--- config.mk ---
export PLATFORM = sky130hd
export DESIGN_NAME = hbridge_gate_driver
export DESIGN_NICKNAME = d
export VERILOG_FILES = /design/src/rtl/hbridge_gate_driver.sv
export SDC_FILE = /design/constraint.sdc
export NUM_CORES = 1
export LEC_CHECK = 0
export ABC_AREA = 0
export CAP_MARGIN = 5
export CORE_MARGIN = 2
export CORE_UTILIZATION = 35
export CTS_BUF_LIST = sky130_fd_sc_hd__clkbuf_16
export DETAILED_ROUTE_END_ITERATION = 10
export PLACE_DENSITY = 0.53
export SLEW_MARGIN = 10
export SYNTH_ARGS = -nofsm -noshare
export SYNTH_HDL_FRONTEND = slang
export SYNTH_SLANG_ARGS = --single-unit
--- constraint.sdc ---
create_clock -name clk -period 2.4 [get_ports clk]
set_input_delay 0.24 -clock clk [delete_from_list [all_inputs] [get_ports clk]]
set_output_delay 0.24 -clock clk [all_outputs]
set_load 0.005 [all_outputs]
--- src/rtl/hbridge_gate_driver.sv ---
// H-bridge gate driver: three-level command to four gates with per-leg deadtime and sticky invalid-code fault.
// Optional build macro ZERO_ALTERNATE_EN alternates the zero command between zero-low and zero-high.
module hbridge_gate_driver #(
  parameter int DEADTIME = 10,
  parameter int DT_W     = 8
) (
  input  logic       clk,
  input  logic       rst,
  input  logic       en,
  input  logic [1:0] v_in,
  output logic [3:0] s,
  output logic       fault,
  output logic       busy
);

  localparam logic [1:0] ST_OFF = 2'd0;
  localparam logic [1:0] ST_HI  = 2'd1;
  localparam logic [1:0] ST_LO  = 2'd2;
  localparam logic [1:0] ST_DT  = 2'd3;

  localparam logic [1:0] V_POS  = 2'b01;
  localparam logic [1:0] V_ZERO = 2'b00;
  localparam logic [1:0] V_NEG  = 2'b11;
  localparam logic [1:0] V_BAD  = 2'b10;

  localparam logic [DT_W-1:0] DT_LOAD = DT_W'(DEADTIME - 1);

  logic [1:0] r_v_q;
  logic       r_fault;
  logic       r_busy;
  logic [3:0] r_s;
  logic       w_force_off;
  logic       w_zero_hi;
  logic [1:0] w_tgt_hi;
  logic [1:0] w_hi_next;
  logic [1:0] w_lo_next;
  logic [1:0] w_dt_next;

  always_ff @(posedge clk or negedge rst) begin
    if (!rst) begin
      r_v_q <= V_ZERO;
    end else begin
      r_v_q <= v_in;
    end
  end

`ifdef ZERO_ALTERNATE_EN
  logic r_toggle;
  logic r_zero_hi;
  logic w_enter_zero;

  assign w_enter_zero = (v_in == V_ZERO) && ((r_v_q == V_POS) || (r_v_q == V_NEG));

  // r_zero_hi is the phase of the zero currently held; r_toggle is the phase the next zero will use.
  always_ff @(posedge clk or negedge rst) begin
    if (!rst) begin
      r_toggle  <= 1'b0;
      r_zero_hi <= 1'b0;
    end else if (w_enter_zero) begin
      r_zero_hi <= r_toggle;
      r_toggle  <= ~r_toggle;
    end
  end

  assign w_zero_hi = r_zero_hi;
`else
  assign w_zero_hi = 1'b0;
`endif

  always_comb begin
    w_tgt_hi = 2'b00;
    case (r_v_q)
      V_POS:   w_tgt_hi = 2'b01;
      V_NEG:   w_tgt_hi = 2'b10;
      V_ZERO:  w_tgt_hi = {w_zero_hi, w_zero_hi};
      default: w_tgt_hi = 2'b00;
    endcase
  end

  // An invalid code drops the legs on the same edge the fault flag is raised.
  assign w_force_off = !en || r_fault || (r_v_q == V_BAD);

  always_ff @(posedge clk or negedge rst) begin
    if (!rst) begin
      r_fault <= 1'b0;
    end else if (!en) begin
      r_fault <= 1'b0;
    end else if (r_v_q == V_BAD) begin
      r_fault <= 1'b1;
    end
  end

  genvar gi;
  generate
    for (gi = 0; gi < 2; gi++) begin : g_leg
      logic [1:0]      r_state;
      logic [1:0]      w_state_next;
      logic            r_tgt;
      logic            w_tgt_next;
      logic [DT_W-1:0] r_cnt;
      logic [DT_W-1:0] w_cnt_next;

      always_comb begin
        w_state_next = r_state;
        w_tgt_next   = r_tgt;
        w_cnt_next   = r_cnt;
        if (w_force_off) begin
          w_state_next = ST_OFF;
        end else begin
          case (r_state)
            ST_OFF: begin
              w_state_next = ST_DT;
              w_tgt_next   = w_tgt_hi[gi];
              w_cnt_next   = DT_LOAD;
            end
            ST_HI: begin
              if (!w_tgt_hi[gi]) begin
                w_state_next = ST_DT;
                w_tgt_next   = 1'b0;
                w_cnt_next   = DT_LOAD;
              end
            end
            ST_LO: begin
              if (w_tgt_hi[gi]) begin
                w_state_next = ST_DT;
                w_tgt_next   = 1'b1;
                w_cnt_next   = DT_LOAD;
              end
            end
            default: begin
              if (w_tgt_hi[gi] != r_tgt) begin
                w_tgt_next = w_tgt_hi[gi];
                w_cnt_next = DT_LOAD;
              end else if (r_cnt == '0) begin
                w_state_next = r_tgt ? ST_HI : ST_LO;
              end else begin
                w_cnt_next = r_cnt - DT_W'(1);
              end
            end
          endcase
        end
      end

      always_ff @(posedge clk or negedge rst) begin
        if (!rst) begin
          r_state <= ST_OFF;
          r_tgt   <= 1'b0;
          r_cnt   <= '0;
        end else begin
          r_state <= w_state_next;
          r_tgt   <= w_tgt_next;
          r_cnt   <= w_cnt_next;
        end
      end

      assign w_hi_next[gi] = (w_state_next == ST_HI);
      assign w_lo_next[gi] = (w_state_next == ST_LO);
      assign w_dt_next[gi] = (w_state_next == ST_DT);
    end
  endgenerate

  // Gates are flops loaded from the next leg states, so they track the states without decode glitches.
  always_ff @(posedge clk or negedge rst) begin
    if (!rst) begin
      r_s    <= 4'b0000;
      r_busy <= 1'b0;
    end else begin
      r_s    <= {w_lo_next[1], w_hi_next[1], w_lo_next[0], w_hi_next[0]};
      r_busy <= |w_dt_next;
    end
  end

  assign s     = r_s;
  assign busy  = r_busy;
  assign fault = r_fault;

endmodule

==> flow_summary_export.csv <==
group,metric,value,unit
finish,drive_above_1_share,10.3,%
timing,finalHoldWorstSlack,0.365,ns
grt,grt_pass1_vias,1448,
timing,min_period_over_period,92.3,%
clock_network,cts.reportedPaths.clkPinSlew,0.05,ns
clock_network,cts_buffer_depth,2,
critical_path,worstSetupStartpointType,"register",
pwr,vdd_ir_drop_max,0.382,mV
outcome,outcome,"completed",
detailed_routing,avgRoutedWirePerCell,13.6,µm
synth,syn_avg_cell_area,9.42,µm²
timing,fmax,0.452,GHz
detailed_routing,drt-total-wl,3.84,mm
finish,finish.net_count,228,
timing,rsz0062_at_grt,"no",
clock_network,ctsHtreeMaxLevel,2,
grt,antenna_found_initial,0,
pwr,power,1.67,mW
critical_path,cp.arrival,2.37,ns
critical_path,cpMaxStageDelayCell,"or4b_1",
critical_path,worstPathMaxFanout,6,
synth,yosysTopAreaCell,"dfrtp_1",
detailed_routing,antenna_left,0,
synth,synth_top_cell_area_share,40.7,%
detailed_routing,drcViolationCount,0,
timing,totalNegativeSetupSlack,0,ns
place,place.gp.congestion,0.832,
synth,synthDistinctLibCells,51,
grt,grt.overflow.total,0,
detailed_routing,viasPerCell,5.14,
critical_path,cp_cell_sequence,"inv_1 -> ha_1 -> nor4b_4 -> nand2_2 -> or4b_1 -> a31oi_1 -> o21ai_1",
detailed_routing,first_pass_iters,4,
timing,final_max_slew_viol_count,0,
die,row_count,26,
place,port_buffers,10,
hold_path,hp-class,"input pin to asynchronous set/reset pin",
clock_network,numCtsBuffers,5,
clock_network,post_cts_buffers,0,
grt,grt_max_degree,31,
finish,layout_common_cells,"dfrtp_1, nor2_1, inv_1, o21ai_1",
die,dieHeight,76.6,µm
timing,hold_viol,0,
die,die_w,76.6,µm
finish,area_growth,17.9,%
synth,ys_ff_latch,30,
timing,tightest_slew,0.470,ns
critical_path,max_stage_delay,0.61,ns
synth,syn_inst,196,
synth,synth_nets,212,
die,io-pin-count,11,
synth,syn_area,0.00185,mm²
synth,async_flop_share,100,%
critical_path,crit_required,2.55,ns
die,coreArea,0.00511,mm²
place,hpwl,2.74,mm
detailed_routing,vias,1456,
die,die-area,0.00587,mm²
critical_path,crit_family,"simple AND/OR/NAND/NOR gates",
job,cap_violations,0,
timing,skew,0.00310,ns
grt,grt_pass1_wl,6.87,mm
critical_path,path_class,"register to register",
finish,final_common_cell,"dfrtp_1",
pwr,p_per_area,766,mW/mm²
detailed_routing,dr.first_iter.drc_count,91,
clock_network,clkLatencyLatePin,0.27,ns
synth,synth-seq-area-share,40.7,%
clock_network,cts.sinks,30,
clock_network,ctsHoldBuffers,0,
clock_network,cts_tree,"done",
timing,setup_viol,0,
timing,slew_headroom,68.4,%
synth,synth_area_leaders,"dfrtp_1, ha_1, nor2_1",
synth,ys.flop_type,"dfrtp_1",
timing,fin_crit,2.21,ns
die,initial_core_util,36.1,%
finish,diodes,0,
critical_path,path_buf_inv,1,
clock_network,ctsResizeCount,0,
clock_network,cts_root_buf,"clkbuf_16",
synth,synth_edf_count,0,
synth,yosysWarnings,0,
grt,grtUsageTotal,14.4,%
pwr,power_leakage,0.943,nW
critical_path,worstSetupEndpointType,"register",
[worst paths after layout]
check / cells after the start / end / from / slack [ns]
max: 7 / g_leg[0].r_cnt[4]$_DFFE_PN0P_ / g_leg[0].r_cnt[0]$_DFFE_PN0P_ / 0.19
min: 2 / g_leg[0].r_cnt[5]$_DFFE_PN0P_ / rst / 0.36
max reg2reg: 7 / g_leg[0].r_cnt[4]$_DFFE_PN0P_ / g_leg[0].r_cnt[0]$_DFFE_PN0P_ / 0.19
min reg2reg: 1 / g_leg[1].r_cnt[7]$_DFFE_PN0P_ / g_leg[1].r_cnt[7]$_DFFE_PN0P_ / 0.50
max in group asynchronous: 2 / s[2]$_DFF_PN0_ / rst / 1.74
min in group clk: 1 / r_v_q[0]$_DFF_PN0_ / v_in[0] / 0.41
[per-stage QoR]
step,util (%),setup slack (ns),instances,cell area (µm²)
after floorplan,-,0.433,196,1850
after global routing,42.6,0.0372,283,2180
final,42.6,0.186,283,2180
after global placement,39.9,0.297,275,2040
after detailed placement,39.9,0.246,275,2040
after CTS,42.6,0.198,283,2180
[synth_stat cells (4+ instances only)]
cell and number:
a21oi_1 7, inv_1 12, o31ai_1 5, nor3_1 6
o41ai_1 4, mux2i_1 4, nor2b_1 7, ha_1 11
dfrtp_1 30, nand3_1 5, o22ai_1 4, nor2_1 24
nand2_1 11, o21ai_1 12
[kinds of logic (layout without fill, tap and decap cells)]
family          after synthesis  after routing  synth area share, %
flops                        30             30                 40.7
mux                           5              5                 2.78
simple gates                 74             74                 22.6
buf+inv                      18             35                 4.00
compound gates               57             57                 22.0
fa+ha+maj                    11             11                 7.46
xor+xnor                      1              1                0.475
[flip-flops by register name, indices dropped and copies added, names as in the netlist]
signal,flops
busy,1
r_v_q,2
s,4
fault,1
g_leg.r_tgt,2
g_leg.r_cnt,16
g_leg.r_state,4
[layer usage]
| metal | track usage, % | up-vias | part of all wire [%] |
|---|---|---|---|
| li1 | - | 745 | - |
| met1 | 20.0 | 685 | 51 |
| met2 | 22.1 | 21 | 45 |
| met3 | 3.20 | 5 | 2.8 |
| met4 | 4.91 | 0 | 0.96 |
| met5 | 0 | - | 0 |
[area by class of cell]
class / instances / area [µm²]
fill: 497 / 2930
multi-input combinational: 148 / 1020
sequential: 30 / 751
timing repair buffer: 14 / 130
clock buffer: 5 / 125
tap: 70 / 87.6
inverter: 13 / 48.8
clock inverter: 3 / 12.5
[power by group]
part           total, mW  internal (mW)  switching (mW)
Clock              0.584          0.374           0.210
Combinational      0.452          0.198           0.255
Sequential         0.630          0.565          0.0657
Total               1.67           1.14           0.530
Power figures use the tool's default switching activity.
